--- src/rtl/topob_feed_arb.sv ---
// Round-robin arbiter granting one feed lane per accept into a single registered TOB message slot.
// Define TOPOB_ARB_STATS_EN to add per-lane accept counters and an output-stall counter.
`ifndef TS_W
`define TS_W 48
`endif

module topob_feed_arb #(
  parameter int N_LANES = 4,
  parameter int LANE_W  = 2
) (
  input  logic                  clk,
  input  logic                  rst,
  input  logic [N_LANES-1:0]    lane_valid,
  input  logic [64*N_LANES-1:0] lane_word0,
  input  logic [64*N_LANES-1:0] lane_word1,
  output logic [N_LANES-1:0]    lane_ready,
  input  logic [`TS_W-1:0]      ts_now,
`ifdef TOPOB_ARB_STATS_EN
  output logic [32*N_LANES-1:0] stat_grants,
  output logic [31:0]           stat_stall,
`endif
  output logic                  out_valid,
  input  logic                  out_ready,
  output logic [63:0]           out_word0,
  output logic [63:0]           out_word1,
  output logic [LANE_W-1:0]     out_lane,
  output logic [`TS_W-1:0]      out_ts
);

  typedef enum logic {EMPTY, FULL} state_t;

  state_t            state, state_next;
  logic [LANE_W-1:0] rr_ptr;
  logic [LANE_W-1:0] grant_idx;
  logic              grant_found;
  logic              can_accept;
  logic              accept;

  // Search upward from rr_ptr with wrap; the first valid lane found wins.
  always_comb begin
    logic [LANE_W:0] cand;
    grant_found = 1'b0;
    grant_idx   = '0;
    cand        = '0;
    for (int i = 0; i < N_LANES; i++) begin
      cand = {1'b0, rr_ptr} + (LANE_W+1)'(i);
      if (cand >= (LANE_W+1)'(N_LANES)) cand = cand - (LANE_W+1)'(N_LANES);
      if (!grant_found && lane_valid[cand[LANE_W-1:0]]) begin
        grant_found = 1'b1;
        grant_idx   = cand[LANE_W-1:0];
      end
    end
  end

  assign can_accept = (state == EMPTY) || out_ready;
  assign accept     = grant_found && can_accept && !rst;
  assign out_valid  = (state == FULL);

  always_comb begin
    lane_ready = '0;
    if (accept) lane_ready[grant_idx] = 1'b1;
  end

  always_comb begin
    state_next = state;
    if (accept) state_next = FULL;
    else if ((state == FULL) && out_ready) state_next = EMPTY;
  end

  always_ff @(posedge clk or posedge rst) begin
    if (rst) state <= EMPTY;
    else     state <= state_next;
  end

  // A refill in the same cycle as a drain simply overwrites the slot.
  always_ff @(posedge clk or posedge rst) begin
    if (rst) begin
      out_word0 <= '0;
      out_word1 <= '0;
      out_lane  <= '0;
      out_ts    <= '0;
      rr_ptr    <= '0;
    end else if (accept) begin
      out_word0 <= lane_word0[64*grant_idx +: 64];
      out_word1 <= lane_word1[64*grant_idx +: 64];
      out_lane  <= grant_idx;
      out_ts    <= ts_now;
      rr_ptr    <= (grant_idx == LANE_W'(N_LANES-1)) ? '0 : grant_idx + 1'b1;
    end
  end

`ifdef TOPOB_ARB_STATS_EN
  logic [31:0] grant_cnt [N_LANES];

  // Grant counters wrap naturally; the stall counter saturates.
  always_ff @(posedge clk or posedge rst) begin
    if (rst) begin
      for (int i = 0; i < N_LANES; i++) grant_cnt[i] <= '0;
      stat_stall <= '0;
    end else begin
      if (accept) grant_cnt[grant_idx] <= grant_cnt[grant_idx] + 32'd1;
      if ((state == FULL) && !out_ready && (stat_stall != 32'hFFFF_FFFF))
        stat_stall <= stat_stall + 32'd1;
    end
  end

  always_comb begin
    stat_grants = '0;
    for (int i = 0; i < N_LANES; i++) stat_grants[32*i +: 32] = grant_cnt[i];
  end
`endif

endmodule

--- config.mk ---
export PLATFORM = sky130hd
export DESIGN_NAME = topob_feed_arb
export DESIGN_NICKNAME = d
export VERILOG_FILES = /design/src/rtl/topob_feed_arb.sv
export SDC_FILE = /design/constraint.sdc
export NUM_CORES = 1
export LEC_CHECK = 0
export BUFFER_PORTS_ARGS = -buffer_cell sky130_fd_sc_hd__buf_2
export CAP_MARGIN = 10
export CORE_AREA = 8 8 286 288
export DETAILED_ROUTE_END_ITERATION = 8
export DIE_AREA = 0 0 294 296
export GPL_TIMING_DRIVEN = 1
export PLACE_DENSITY = 0.46
export SYNTH_ARGS = -nofsm -noshare
export SYNTH_HDL_FRONTEND = slang
export SYNTH_SLANG_ARGS = --single-unit
--- constraint.sdc ---
create_clock -name clk -period 11.1 [get_ports clk]
set_clock_uncertainty 0.15 [all_clocks]
set_input_delay 0 -clock clk [delete_from_list [all_inputs] [get_ports clk]]
set_output_delay 0 -clock clk [all_outputs]
set_load 0.02 [all_outputs]
# Word level (Yosys, flattened, before mapping)

Index checks and enable logic that the tools add are counted.

Flip-flop bits (word level): 181
Latch bits: 0
RAM bits: 0
ROM bits: 0
Bits of input ports: 567
Output and inout port bits: 183
Logic and storage cells: 67
Memories kept: 0

Add/sub/neg operators: 8
Multipliers: 0
Div/mod/pow operators: 0
$lt $le $gt $ge: 10
Eq/ne operators: 1
Shifts and indexed selects: 2
Mux-type cells: 26
Bitwise gates (word level): 1
Reductions and logical operators: 13

Operators with widths:

| kind                | count |
|---|---|
| $shiftx 256x9->64   | 2 |
| $mux 2              | 9 |
| $lt 2x3->1 const B  | 5 |
| $mux 1              | 11 |
| $ge 3x3->1 const B  | 3 |
| $bmux 1 s2          | 4 |
| $sub 2x1->2 const B | 4 |
| $logic_and 1x1->1   | 7 |
| $add 2x2->3 const B | 2 |
| $logic_not 1->1     | 4 |
| $mux 4              | 1 |
| $add 2x1->3 const B | 1 |
| $ge 2x3->1 const B  | 1 |
| $add 2x1->2 const B | 1 |
| $demux 1 s2         | 1 |
| $eq 2x2->1 const B  | 1 |
| $ge 2x1->1 const B  | 1 |
| $reduce_bool 2->1   | 1 |
| $logic_or 1x1->1    | 1 |
| $not 1->1           | 1 |

# Longest topological paths before layout

Word-level depth: 19
Mapped depth: 10
Gate-level depth less buffers: 7

# Least setup slack after synthesis

No wires, ideal clock.

Kind: register to register
Start: register state, in the netlist out_valid
End: register out_word1[10]
Setup time: 126 ps
Data arrival time: 1840 ps
Required time: 10824 ps
Setup slack: 8984 ps
Cell stages (with the launch flop): 9
Buffers on the path: 3
Period minus slack after synthesis: 2116 ps
Path through: dfrtp_1 -> nor2b_1 -> or3_1 -> buf_2 -> buf_2 -> buf_2 -> a21oi_1 -> nor2_1 -> a221o_1

Longest elaborated chain between the ends: 4

RTL lines:

| item                           | RTL line | source |
|---|---|---|
| start, declared                | 32       | `state_t state, state_next;` |
| start signal, assigned         | 72       | `else state <= state_next;` |
| $not 1->1                      | 55       | `assign can_accept = (state == EMPTY) \|\| out_ready;` |
| $logic_or 1x1->1               | 55       |  |
| $logic_and 1x1->1 (2 in a row) | 56       | `assign accept = grant_found && can_accept && !rst;` |
| end signal, assigned           | 85       | `out_word1 <= lane_word1[64*grant_idx +: 64];` |
| end, declared                  | 25       | `output logic [63:0] out_word1,` |

No other way between the ends.
A chain may end at the register's enable or synchronous reset.

# Worst setup path after layout

Start: register rr_ptr[0]
End: register out_word0[45]

Longest elaborated chain between the ends: 16
Elaborated cells between the ends (all ways): 40
Those cells by class: 7 x add/sub; 4 x order compare; 1 x shift; 20 x mux; 8 x reduce/logical

RTL lines:

| item                                                                 | RTL line | source |
|---|---|---|
| start, declared                                                      | 33       | `logic [LANE_W-1:0] rr_ptr;` |
| start signal, assigned                                               | 88       | `rr_ptr <= (grant_idx == LANE_W'(N_LANES-1)) ? '0 : grant_idx + 1'b1;` |
| parallel branches: the longest is 16 deep, another holds $add 2x1->3 | --       |  |
| end signal, assigned                                                 | 84       | `out_word0 <= lane_word0[64*grant_idx +: 64];` |
| end, declared                                                        | 24       | `output logic [63:0] out_word0,` |

Several ways; the timed one is not identified. The select of a mux whose other input is x is not followed.

==> flow_summary.json <==
{
  "internal_power_w": 0.001923,
  "cp-end-kind": "flip-flop",
  "fin_crit_ps": 3885,
  "regArea_um2": 4529,
  "clkTransAtPathRegs_ps": 90,
  "slew_headroom": 0.3133,
  "area_growth_pct": 80.91,
  "synthTopCellsByCount": "nor2_1 (260), dfrtp_1 (181), nand2_1 (147)",
  "cts_sinks": 181,
  "clock_latency_ps": 480,
  "r2r_end": "out_word0[45]$_DFFE_PP0P_",
  "seqPwrFrac": 0.291,
  "grt_max_degree": 136,
  "globalplace.congestion": 0.8427,
  "drtAntennaViolNets": 0,
  "pwr-share-clk": 0.206,
  "drt_wl_total_um": 57980,
  "combPwrFrac": 0.503,
  "cp-startpoint": "rr_ptr[0]$_DFFE_PP0P_",
  "yosysSeqAreaShare": 0.4345,
  "cts_buffer_depth": 2,
  "layout-drive-gt1-share": 0.4412,
  "fin_crit_sh": 0.3500,
  "synthArstFlopShare": 1.000,
  "crit_chain": "nand2b_1, a21oi_1, a211o_4, buf_4, mux2_2, a221o_1, dlygate4sd3_1",
  "ys_warn_count": 0,
  "root_buffer": "clkbuf_16",
  "first_pass_iters": 5,
  "syn-mean-instance-area_um2": 9.459,
  "io_pins": 750,
  "die_w_um": 294,
  "vias": 12500,
  "first_iter_violations": 464,
  "io_buffers": 749,
  "netlist_instances": 1102,
  "synth_edf_count": 0,
  "rr_startpoint": "rr_ptr[0]$_DFFE_PP0P_",
  "cp.buffers_inverters": 2,
  "netlist_area_um2": 10420,
  "ff2ff_path_depth": 7,
  "synth_top_area_frac": 0.4345,
  "vias_per_cell": 3.960,
  "grt_usage": 0.1263,
  "cts_hold_buf": 307,
  "fp.coreArea_um2": 76960,
  "synthesis.nets": 1670,
  "finalSetupViolCount": 0,
  "status": "completed",
  "ys_ff_latch": 181,
  "multi_input_area_um2": 5444,
  "drcViolationCount": 0,
  "hpwl_um": 42290,
  "yosysUniqueCellTypes": 27,
  "slew_viol_final": 0,
  "path_class": "flip-flop to flip-flop",
  "rsz0062_at_grt": "false",
  "overflow": 0,
  "dieArea_um2": 87020,
  "initial_core_util": 0.1355,
  "tritoncts": "done",
  "max_cap_violations": 0,
  "rows": 102,
  "critPathTopFamily": "buffers and inverters",
  "hold_viol": 0,
  "critPathArrivalTime_ps": 4100,
  "antenna_found_initial": 13,
  "max_freq_mhz": 257.4,
  "holdPathStages": 4,
  "cp_max_fo": 48,
  "critPathSlowestCell": "buf_4",
  "power_density_nw_per_um2": 168.4,
  "cp.required_ps": 11310,
  "fin_util": 0.2450,
  "cts_resized": 0,
  "synth_flop_cell": "dfrtp_1",
  "htree_levels": 4,
  "p_sw_frac": 0.3945,
  "cpPeakStageDelay_ps": 750,
  "fillers": 8389,
  "grt_pass1_vias": 13650,
  "hp-class": "input port to flip-flop",
  "max_slew.worst_pin.slew_ps": 1030,
  "synth_most_common_cell": "nor2_1",
  "r2r_setup_slack_ps": 7210,
  "cts_setup_buffers": 0,
  "detail_route.wl_per_cell_um": 18.37,
  "ir_drop_v": 0.00008896,
  "setup_tns_ps": 0,
  "layout.nets": 2663,
  "die_h_um": 296,
  "crit_path_start_kind": "flip-flop",
  "grt_pass1_wl_um": 84630,
  "cts_buffers": 17,
  "p_sw_w": 0.001253,
  "crit_path_end": "out_word0[45]$_DFFE_PP0P_",
  "leakagePower_nw": 9.196,
  "synth_area_leader_cell": "dfrtp_1",
  "worst-path-stages": 7,
  "ys_top_cells_by_area": "dfrtp_1 (43%), mux2_4 (13%), a221o_1 (12%)"
}
-- metrics by stage --
| stage | setup WS, ps | hold WS (ps) | std cells | cell area (µm²) | power, W |
|---|---|---|---|---|---|
| 2_1_floorplan | 6035 | -50.22 | 1102 | 10420 | 0.001815 |
| 3_3_place_gp | 7799 | 44.60 | 2809 | 15170 | 0.002293 |
| 3_5_place_dp | 7768 | 46.32 | 2809 | 15170 | 0.002291 |
| 4_1_cts | 7210 | 27.65 | 3148 | 18840 | 0.003222 |
| 5_1_grt | 7059 | 58.43 | 3155 | 18860 | 0.003377 |
| 6_report | 7215 | 97.01 | 3156 | 18860 | 0.003176 |
-- layout by cell type (no fill, tap or decap) --
master and count:
buf_2 749, dlygate4sd3_1 307, nor2_1 259, dfrtp_1 181, nand2_1 147, a21oi_1 134
a221o_1 128, mux2_4 87, mux2_2 41, clkbuf_16 17, buf_4 14, diode_2 8
inv_8 6, inv_1 4, a21o_1 3, nand2b_1 3, clkinv_4 3, and2_1 2
o21ai_0 2, clkinvlp_4 2, inv_6 2, and3_1 1, o21bai_1 1, nor2b_1 1
nor4_1 1, nor3_4 1, or3_4 1, a211o_4 1, a31oi_1 1, o22a_1 1
nor2_4 1, and2_4 1, o211a_4 1, ha_1 1, clkbuf_1 1, bufinv_16 1
clkinv_8 1, buf_12 1
-- layer usage --
metal	track usage	up-vias	wire length [µm]
met5	0	-	21
met4	0.05834	4	2074
met3	0.04475	106	4848
met2	0.2184	575	28860
met1	0.1381	5919	22180
li1	-	5893	-
-- state kept, by name, indices dropped and copies added, names as in the netlist --
name,flops
rr_ptr,2
out_lane,2
out_valid,1
out_ts,48
out_word0,64
out_word1,64
-- cells by family after synthesis --
kind of cell             count (synthesis)  share of synthesized area
AND/OR/NAND/NOR                        418                     0.1535
AO/OA/AOI/OAI                          272                     0.1943
flip-flops                             181                     0.4345
multiplexers                           128                     0.1696
buffers and inverters                  102                    0.04681
adder cells (fa/ha/maj)                  1                   0.001200
-- cell type report --
type,instances,share of cell area
timing repair buffer,1071,0.3684
multi-input combinational,819,0.2887
sequential,181,0.2402
tap,1040,0.06900
clock buffer,18,0.02276
clock inverter,14,0.008559
inverter,5,0.001393
antenna,8,0.001062
-- power groups by stage --
stage	registers [W]	logic [W]	clock network [W]
2_1_floorplan	0.00113	0.000688	0
3_3_place_gp	0.000932	0.00136	0
3_5_place_dp	0.000934	0.00136	0
4_1_cts	0.000925	0.00160	0.000699
5_1_grt	0.000947	0.00171	0.000717
6_report	0.000924	0.00160	0.000655
-- how the worst min path moves through the flow --
stage / startpoint / end
finish: ts_now[27] / out_ts[27]$_DFFE_PP0P_
global route: ts_now[27] / out_ts[27]$_DFFE_PP0P_
CTS: ts_now[17] / out_ts[17]$_DFFE_PP0P_
detailed placement: ts_now[25] / out_ts[25]$_DFFE_PP0P_
global placement: ts_now[13] / out_ts[13]$_DFFE_PP0P_
floorplan: rst / out_valid$_DFFE_PP0P_
-- tightest hold or removal path, cell delays in order --
cell and delay, ps:
dlygate4sd3_1 520, buf_2 100, nand2_1 40, nand2_1 40
Note: power is estimated with default switching activity, not from simulation.
